File: src/rtl/led_pattern_ctrl.sv
// led_pattern_ctrl: drives the 8 user LEDs from two push-buttons.
// SW1 steps through four animation modes and SW2 freezes or unfreezes the
// animation. Each raw switch input goes through its own synchroniser and
// debouncer instance. A prescaled step timer sets the animation rate.

// Per-switch front end. The raw pin goes through a 2-FF synchroniser and a
// stability counter. The module produces a one-cycle press pulse on each
// debounced rising edge.
module led_pattern_debounce #(
  parameter int DEBOUNCE_CYCLES = 120000
) (
  input  logic clk,
  input  logic rstn,
  input  logic raw,
  output logic press
);
  localparam int CW = (DEBOUNCE_CYCLES > 2) ? $clog2(DEBOUNCE_CYCLES) : 1;

  logic [1:0]    sync_pipe;
  logic          db;
  logic          db_d;
  logic [CW-1:0] cnt;

  // Two-stage synchroniser; sync_pipe[1] is the metastability-safe copy
  always_ff @(posedge clk or negedge rstn) begin
    if (!rstn) sync_pipe <= '0;
    else       sync_pipe <= {sync_pipe[0], raw};
  end

  // The debounced value follows the synchronised value only after
  // DEBOUNCE_CYCLES consecutive mismatching cycles; any agreement restarts it
  always_ff @(posedge clk or negedge rstn) begin
    if (!rstn) begin
      db   <= 1'b0;
      db_d <= 1'b0;
      cnt  <= '0;
    end else begin
      db_d <= db;
      if (sync_pipe[1] == db) begin
        cnt <= '0;
      end else if (cnt == CW'(DEBOUNCE_CYCLES - 1)) begin
        db  <= sync_pipe[1];
        cnt <= '0;
      end else begin
        cnt <= cnt + CW'(1);
      end
    end
  end

  // Rising edge of the debounced level only; releases are ignored
  assign press = db & ~db_d;
endmodule

module led_pattern_ctrl #(
  parameter int DEBOUNCE_CYCLES = 120000,
  parameter int STEP_CYCLES     = 3000000
) (
  input  logic       clk,
  input  logic       rstn,
  input  logic       SW1,
  input  logic       SW2,
  output logic [7:0] leds,
  output logic [1:0] mode,
  output logic       paused,
  output logic       step
);
  localparam int NUM_SW = 2;
  localparam int SCW    = (STEP_CYCLES > 2) ? $clog2(STEP_CYCLES) : 1;

  typedef enum logic [1:0] {
    M_ALT    = 2'd0,
    M_WALK   = 2'd1,
    M_BOUNCE = 2'd2,
    M_COUNT  = 2'd3
  } mode_t;

  // Bounce direction: 0 shifts toward LED8, 1 shifts toward LED1
  localparam logic DIR_LEFT  = 1'b0;
  localparam logic DIR_RIGHT = 1'b1;

  logic [NUM_SW-1:0] sw_raw;
  logic [NUM_SW-1:0] press;

  mode_t          mode_q, mode_d;
  logic [7:0]     leds_q, leds_d;
  logic [SCW-1:0] cnt_q, cnt_d;
  logic           dir_q, dir_d;
  logic           paused_q, paused_d;
  logic           step_q, step_d;
  logic           wrap;

  // Index 0 is the mode-advance button and index 1 is the pause button
  assign sw_raw = {SW2, SW1};

  genvar g;
  generate
    for (g = 0; g < NUM_SW; g++) begin : g_sw
      led_pattern_debounce #(
        .DEBOUNCE_CYCLES(DEBOUNCE_CYCLES)
      ) u_db (
        .clk  (clk),
        .rstn (rstn),
        .raw  (sw_raw[g]),
        .press(press[g])
      );
    end
  endgenerate

  // LED value loaded on entry to each mode
  function automatic logic [7:0] init_leds(input mode_t m);
    case (m)
      M_ALT:    init_leds = 8'h0F;
      M_WALK:   init_leds = 8'h01;
      M_BOUNCE: init_leds = 8'h01;
      default:  init_leds = 8'h00;
    endcase
  endfunction

  function automatic mode_t next_mode(input mode_t m);
    case (m)
      M_ALT:    next_mode = M_WALK;
      M_WALK:   next_mode = M_BOUNCE;
      M_BOUNCE: next_mode = M_COUNT;
      default:  next_mode = M_ALT;
    endcase
  endfunction

  assign wrap = (cnt_q == SCW'(STEP_CYCLES - 1));

  // Register all state. Everything clears immediately when rstn goes low
  always_ff @(posedge clk or negedge rstn) begin
    if (!rstn) begin
      mode_q   <= M_ALT;
      leds_q   <= 8'h0F;
      cnt_q    <= '0;
      dir_q    <= DIR_LEFT;
      paused_q <= 1'b0;
      step_q   <= 1'b0;
    end else begin
      mode_q   <= mode_d;
      leds_q   <= leds_d;
      cnt_q    <= cnt_d;
      dir_q    <= dir_d;
      paused_q <= paused_d;
      step_q   <= step_d;
    end
  end

  // Next-state logic. A mode change takes priority over a step on the same
  // edge. The pause toggle is independent of both
  always_comb begin
    mode_d   = mode_q;
    leds_d   = leds_q;
    cnt_d    = cnt_q;
    dir_d    = dir_q;
    paused_d = paused_q ^ press[1];
    step_d   = 1'b0;

    if (press[0]) begin
      mode_d = next_mode(mode_q);
      leds_d = init_leds(next_mode(mode_q));
      cnt_d  = '0;
      dir_d  = DIR_LEFT;
    end else if (!paused_q) begin
      if (wrap) begin
        cnt_d  = '0;
        step_d = 1'b1;
        case (mode_q)
          M_ALT:  leds_d = ~leds_q;
          M_WALK: leds_d = {leds_q[6:0], leds_q[7]};
          M_BOUNCE: begin
            // Reverse at either end so each end LED is lit once per sweep
            if (dir_q == DIR_LEFT) begin
              if (leds_q == 8'h80) begin
                leds_d = 8'h40;
                dir_d  = DIR_RIGHT;
              end else begin
                leds_d = {leds_q[6:0], 1'b0};
              end
            end else begin
              if (leds_q == 8'h01) begin
                leds_d = 8'h02;
                dir_d  = DIR_LEFT;
              end else begin
                leds_d = {1'b0, leds_q[7:1]};
              end
            end
          end
          default: leds_d = leds_q + 8'd1;
        endcase
      end else begin
        cnt_d = cnt_q + SCW'(1);
      end
    end
  end

  assign leds   = leds_q;
  assign mode   = mode_q;
  assign paused = paused_q;
  assign step   = step_q;
endmodule
File: config.mk
export PLATFORM = sky130hd
export DESIGN_NAME = led_pattern_ctrl
export DESIGN_NICKNAME = d
export VERILOG_FILES = /design/src/rtl/led_pattern_ctrl.sv
export SDC_FILE = /design/constraint.sdc
export NUM_CORES = 1
export LEC_CHECK = 0
export ABC_AREA = 1
export BUFFER_PORTS_ARGS = -buffer_cell sky130_fd_sc_hd__buf_4
export CORE_MARGIN = 8
export CORE_UTILIZATION = 40
export DETAILED_ROUTE_END_ITERATION = 10
export PLACE_DENSITY = 0.58
export SLEW_MARGIN = 25
export SYNTH_ARGS = -nofsm -noshare
export SYNTH_HDL_FRONTEND = slang
export SYNTH_HIERARCHICAL = 1
export SYNTH_SLANG_ARGS = --single-unit
export TNS_END_PERCENT = 30
File: constraint.sdc
create_clock -name clk -period 1.3 [get_ports clk]
set_input_delay 0.26 -clock clk [delete_from_list [all_inputs] [get_ports clk]]
set_output_delay 0.26 -clock clk [all_outputs]
set_load 0.02 [all_outputs]
==> run metrics, run 1 <==
critical path class=flop to flop; largest net degree at the start of global routing=44; P&R area growth vs syn=39.1%; Comb pwr share=under 10%; Switch Pwr=approximately 1.2 mW; site row count=39; f_max=between 600 and 700 MHz; CTS H-tree depth=3; maximum vdd drop=approximately 700 uV; Seq pwr share=between 40% and 50%; vias post-DR=around 4.5k; Sw Share=21.1%; Die Span Y=between 100 and 150 um; ANT nets after route=0; number of synthesized flops with an enable pin=0; clock buffer count from CTS=9; Final Hold Vio Count=0; Root Buffer=clkbuf_16; Final setup viols=39; GRT overflow=0; Final Core Density=between 50% and 60%; crit-path max FO=8; Final Instance Area=about 6500 um^2; RSZ-0062 raised after global routing=yes; Avg Cell Area, Syn=slightly above 7 um^2; # IOs=16; CP max stage cell=dfrtp_1; Routed WL per cell=approximately 13 um; CTS tree=done; Yosys top cell by area=dfrtp_1; worst skew pair latency=~350 ps; clock group share of total power=between 50% and 60%; Worst setup EP type=flop; Final Wtd Congestion=0.867; post-synthesis register bit count=77; DRT Pass-1 Iters=4; syn_nets=roughly 660; DRC viols=0; initial drt markers=260; Core Footprint=roughly 11000 um^2; Initial Util=40.9%; clk_skew=around 9.1 ps; worst path required time=approximately 1500 ps; Yosys cell types=35; Antenna Cells=0; Internal=approximately 4.4 mW; TritonCTS Sinks=just under 80; CP Cell Sequence=ha_2, nand2_2, nor2_4, nand2_4, nor2_4, nand3_4, nand2_4, clkbuf_16, nor2_1; slowest stage delay, CP=between 300 and 400 ps; Final period util=119%; Critical Path AT=between 1500 and 2000 ps; Worst Setup Start Kind=flop; clock buffer depth=2; Ys Warns=6; via count of the first global-routing pass=4378; min Tclk post-route=between 1500 and 2000 ps; Placed Area=between 5000 and 6000 um^2; fraction of layout cells with a size suffix above 1=around a third; DR vias/cell=4.99; area share of the largest cell type after synthesis=about 39%; IO buf count=15; synthesized area=about 4700 um^2; Max Cap Violations=0; CTS clk-pin slew, worst paths=approximately 60 ps; most common flop cell mapped by yosys=dfrtp_1; die area=roughly 15000 um^2; WL final=12100 um; global-route wire length before repair=approximately 21000 um; final net count=between 700 and 800; Power Dens Cells=around 850 nW/um^2; Mapped Cells=approximately 640; register area share after synthesis=between 40% and 50%; Worst-Margin Slew=321 ps; final setup margin=-243 ps; DP HPWL=8790 um; status=finished, violations left; flop2flop setup slack=-240 ps; ys async rst share=100%; max-slew violations=0; largest cells by area after synthesis=dfrtp_1 (39%), nand2_1 (13%), nor2_1 (9.1%); gr usage total=16.6%; Hold Crit Class=input port to flop; Slew headroom=~80%; initial antenna violation count=0; static leakage=approximately 2.9 nW; violated checks=setup timing; Chip Width=124 um
[synthesized netlist by cell type, drive strengths merged, types with 2 or more instances]
master and number:
a21oi 13, buf 7, clkbuf 3, dfrtp 73, dfstp 4, ha 11, inv 78, nand2 180
nand3 54, nand3b 2, nand4 15, nor2 127, nor3 13, nor3b 4, o21ai 27, o21bai 3
o22ai 3, xnor2 7, xor2 16
[cell families (layout without fill, tap and decap cells)]
family / count (synthesis) / in the layout / synth area share, %
flip-flops: 77 / 77 / 41.3
AO/OA/AOI/OAI: 48 / 48 / 5.60
AND/OR/NAND/NOR: 396 / 396 / 37.9
adder cells (fa/ha/maj): 11 / 11 / 2.95
XOR/XNOR: 23 / 23 / 4.31
buffers and inverters: 88 / 209 / 7.92
[flip-flops by register name (all words and copies together) (netlist names)]
register / count
mode: 2
g_sw.u_db/sync_pipe: 4
paused: 1
leds: 8
dir_q: 1
g_sw.u_db/cnt: 34
cnt_q: 22
g_sw.u_db/db_d: 2
step: 1
g_sw.u_db/db: 2
[area by class of cell]
cell class | count | area (um^2)
timing repair buffer | 115 | 995
fill | 1047 | 4920
tap | 143 | 179
clock inverter | 7 | 123
clock buffer | 9 | 225
inverter | 78 | 300
sequential | 77 | 1950
multi-input combinational | 478 | 2730
[worst max-delay path: cells and delay by family (launching register included)]
family / cells / cell delay (ps)
adder cells (fa/ha/maj): 1 / 190
buffers and inverters: 1 / 170
flip-flops: 1 / 360
AND/OR/NAND/NOR: 7 / 690
[final timing paths]
kind	from	endpoint	depth (start not counted)
worst max-delay path	cnt_q[1]$_DFFE_PN0P_	cnt_q[13]$_DFFE_PN0P_	9
worst min-delay path	SW1	g_sw[0].u_db/sync_pipe[0]$_DFF_PN0_	1
worst max register to register	cnt_q[1]$_DFFE_PN0P_	cnt_q[13]$_DFFE_PN0P_	9
worst min register to register	g_sw[1].u_db/sync_pipe[0]$_DFF_PN0_	g_sw[1].u_db/sync_pipe[1]$_DFF_PN0_	0
max in group asynchronous	rstn	g_sw[1].u_db/cnt[8]$_DFF_PN0_	3
min in group asynchronous	rstn	cnt_q[6]$_DFFE_PN0P_	2
[cell usage in the layout, fill, tap and decap left out, types with 10 or more instances in the layout]
cell / netlist / layout
nand2_2: 18 / 24
clkbuf_16: 0 / 10
nor2_2: 8 / 21
nand4_1: 15 / 15
inv_2: 4 / 13
nand3_1: 51 / 40
xor2_1: 16 / 16
nor2_1: 113 / 94
a21oi_1: 13 / 12
o21ai_0: 19 / 14
dfrtp_1: 73 / 62
nand2_1: 161 / 151
buf_6: 3 / 23
buf_4: 3 / 88
dfrtp_2: 0 / 11
nor2_4: 6 / 12
inv_1: 73 / 62
[power by group through the flow]
stage          registers [mW]  clock network, mW  logic [mW]
5_1_grt                  2.44               3.11       0.185
3_3_place_gp             2.47                  0       0.144
2_1_floorplan            2.48                  0      0.0462
3_5_place_dp             2.48                  0       0.148
6_report                 2.44               2.93       0.158
4_1_cts                  2.43               3.00       0.154
[through the flow]
step,setup TNS [ps],power (mW),instances,hold WS [ps],setup slack [ps]
final,-6710,5.53,907,21.8,-243
after global routing,-10290,5.74,907,2.94,-323
after CTS,-6010,5.59,901,7.33,-217
after detailed placement,-7540,2.62,880,182,-278
after global placement,-6070,2.62,880,182,-232
after floorplan,-3080,2.52,643,-35.6,-135
[routing by layer]
| metal | up-vias | GRT usage, % | part of all wire (%) |
|---|---|---|---|
| li1 | 2275 | - | - |
| met1 | 2170 | 21.0 | 46 |
| met2 | 62 | 27.7 | 49 |
| met3 | 15 | 3.49 | 3.1 |
| met4 | 0 | 5.58 | 1.6 |
| met5 | - | 0 | 0 |
[repair_timing]
action,4_1_cts,5_1_grt
buffers inserted,4,5
endpoints found under the hold margin,15,0
pin swaps,15,25
endpoints found under the setup margin,65,72
gates cloned,0,1
resized for setup,65,52
hold buffers,1,0
Power figures use the tool's default switching activity.
==> run 2, diff against run 1 <==
--- a/config.mk
+++ b/config.mk
@@ -8,9 +8,10 @@
 export ABC_AREA = 1
 export BUFFER_PORTS_ARGS = -buffer_cell sky130_fd_sc_hd__buf_4
 export CORE_MARGIN = 8
-export CORE_UTILIZATION = 40
+export CORE_UTILIZATION = 27
 export DETAILED_ROUTE_END_ITERATION = 10
-export PLACE_DENSITY = 0.58
+export GPL_TIMING_DRIVEN = 1
+export PLACE_DENSITY = 0.43
 export SLEW_MARGIN = 25
 export SYNTH_ARGS = -nofsm -noshare
 export SYNTH_HDL_FRONTEND = slang
==> run 2 against run 1 <==
First-iteration DRC count is 3.1% lower. Register-to-register slack hardly changed. Global-route usage is 4.8 points lower. Critical path type unchanged. Via count is 2.9% lower. Design area hardly changed. Clock-buffer cell count stayed put. Combinational power is 4% higher. Sequential share of layout area is 0.12 points lower. The flow still finishes with violations (setup timing). Wire length is 1.2% higher. Critical path depth is 1 lower. Utilization is 19 points lower. Largest cell class unchanged. Flip-flop and latch count stayed put.
==> run metrics, run 2 (synthesis results as in run 1) <==
status=finished, violations left; violated checks=setup timing; Placed Instances=about 970; commonest non-fill, non-tap cell in the layout=nand2_1; slowest stage delay, CP=between 600 and 700 ps; CTS tree=done; final setup margin=-249 ps; worst path required time=about 1600 ps; Worst Setup Start Kind=flop; GRT overflow=0; setup TNS=-5380 ps; Chip Width=about 150 um; register name with the most flops=g_sw.u_db/cnt; initial drt markers=approximately 250; Max Cap Violations=0; vias post-DR=about 4.4k; clock buffer count from CTS=9; initial antenna violation count=0; Antenna Cells=0; DR vias/cell=roughly 4.4; Non-Filler Instances=989; IO buf count=15; Root Buffer=clkbuf_16; final net count=774; Placed Area=between 5000 and 6000 um^2; DRC viols=0; global-route wire length before repair=around 21000 um; DRT Pass-1 Iters=4; Worst setup EP type=flop; Initial Util=between 20% and 30%; Critical Path AT=1840 ps; CP Cell Sequence=ha_2, nor3b_4, nand2_2, nand2_1, nand2_1, nand3_1, nand2_1, nand2_1; WL final=12300 um; most frequent CP cell=nand2_1; site row count=48; Final setup viols=37; Final Instance Area=6510 um^2; fraction of layout cells with a size suffix above 1=between 30% and 40%; Final period util=119%; TritonCTS Sinks=slightly below 80; min Tclk post-route=between 1500 and 2000 ps; gr usage total=around an eighth; static leakage=2.87 nW; via count of the first global-routing pass=around 4.3k; RSZ-0062 raised after global routing=yes; f_max=~650 MHz; Slew headroom=about 78%; Power Dens Cells=774 nW/um^2; ANT nets after route=0; Tot Pwr=about 5.0 mW; largest net degree at the start of global routing=38; Core Footprint=around 17000 um^2; Routed WL per cell=12.4 um; Hold Crit Class=input port to async pin; P&R area growth vs syn=39.3%; # IOs=16; commonest non-fill, non-tap cells in the layout=nand2_1 (148), nor2_1 (94), buf_4 (85); DP HPWL=9170 um; Worst-Margin Slew=roughly 330 ps; CTS clk-pin slew, worst paths=roughly 60 ps; CTS H-tree depth=3; Final Hold Vio Count=0; max FFs per register=34; Final Wtd Congestion=between 0.8 and 0.9; worst skew pair latency=approximately 350 ps; maximum vdd drop=between 800 and 900 uV; clk_skew=5.07 ps; CP max stage cell=dfstp_2; Die Span Y=148 um; die area=between 20000 and 25000 um^2; critical path class=flop to flop; # fillers=1826; max-slew violations=0; clock buffer depth=2; crit-path max FO=6
[run 2: per-layer routing]
layer / track usage, % / wire, um / up-vias
li1: - / - / 2269
met1: 15.2 / 5930 / 2077
met2: 19.2 / 5830 / 36
met3: 2.75 / 346 / 9
met4: 4.08 / 148 / 0
met5: 0 / 0 / -
[run 2: layout make-up]
cell class / count / area, um^2 / area share [%]
multi-input combinational: 478 / 2700 / 41.5
tap: 225 / 282 / 4.33
sequential: 77 / 1940 / 29.8
clock inverter: 7 / 56.3 / 0.865
timing repair buffer: 115 / 1010 / 15.5
clock buffer: 9 / 225 / 3.46
inverter: 78 / 300 / 4.61
[run 2: repair_timing]
action,in CTS,in global routing
gates cloned,0,0
hold endpoints to repair,16,0
hold buffers,3,0
setup endpoints to repair,65,70
pin swaps,4,11
buffers inserted,0,2
gates resized for setup,52,63
[run 2: final timing paths]
kind / startpoint / cells after the start / slack [ps] / end
worst min-delay path: rstn / 2 / 330 / step$_DFF_PN0_
max in group asynchronous: rstn / 3 / 470 / leds[3]$_DFFE_PN1P_
worst min register to register: g_sw[0].u_db/sync_pipe[0]$_DFF_PN0_ / 0 / 350 / g_sw[0].u_db/sync_pipe[1]$_DFF_PN0_
min in group clk: g_sw[0].u_db/sync_pipe[0]$_DFF_PN0_ / 0 / 350 / g_sw[0].u_db/sync_pipe[1]$_DFF_PN0_
worst max-delay path: leds[0]$_DFFE_PN1P_ / 8 / -250 / leds[1]$_DFFE_PN1P_
worst max register to register: leds[0]$_DFFE_PN1P_ / 8 / -250 / leds[1]$_DFFE_PN1P_
[run 2: metrics by stage]
step                worst slack (ps)  utilization [%]  hold WS (ps)
CTS                             -221             36.8           334
floorplan                       -135                -         -35.6
detailed placement              -298             33.9           167
global route                    -329             38.0           362
global placement                -228             33.9           164
finish                          -249             38.0           333
[run 2: worst max-delay path: cells and delay by family, from the launching register on]
| kind | cells | cell delay [ps] |
|---|---|---|
| adders and majority gates | 1 | 210 |
| and+or+nand+nor | 7 | 640 |
| DFF | 1 | 640 |
[run 2: where the power goes]
group          internal (mW)  switching (mW)  leakage, nW
Clock                   1.32            1.12        0.137
Combinational         0.0675          0.0978         1.71
Sequential              2.42          0.0187         1.02
Total                   3.80            1.23         2.87
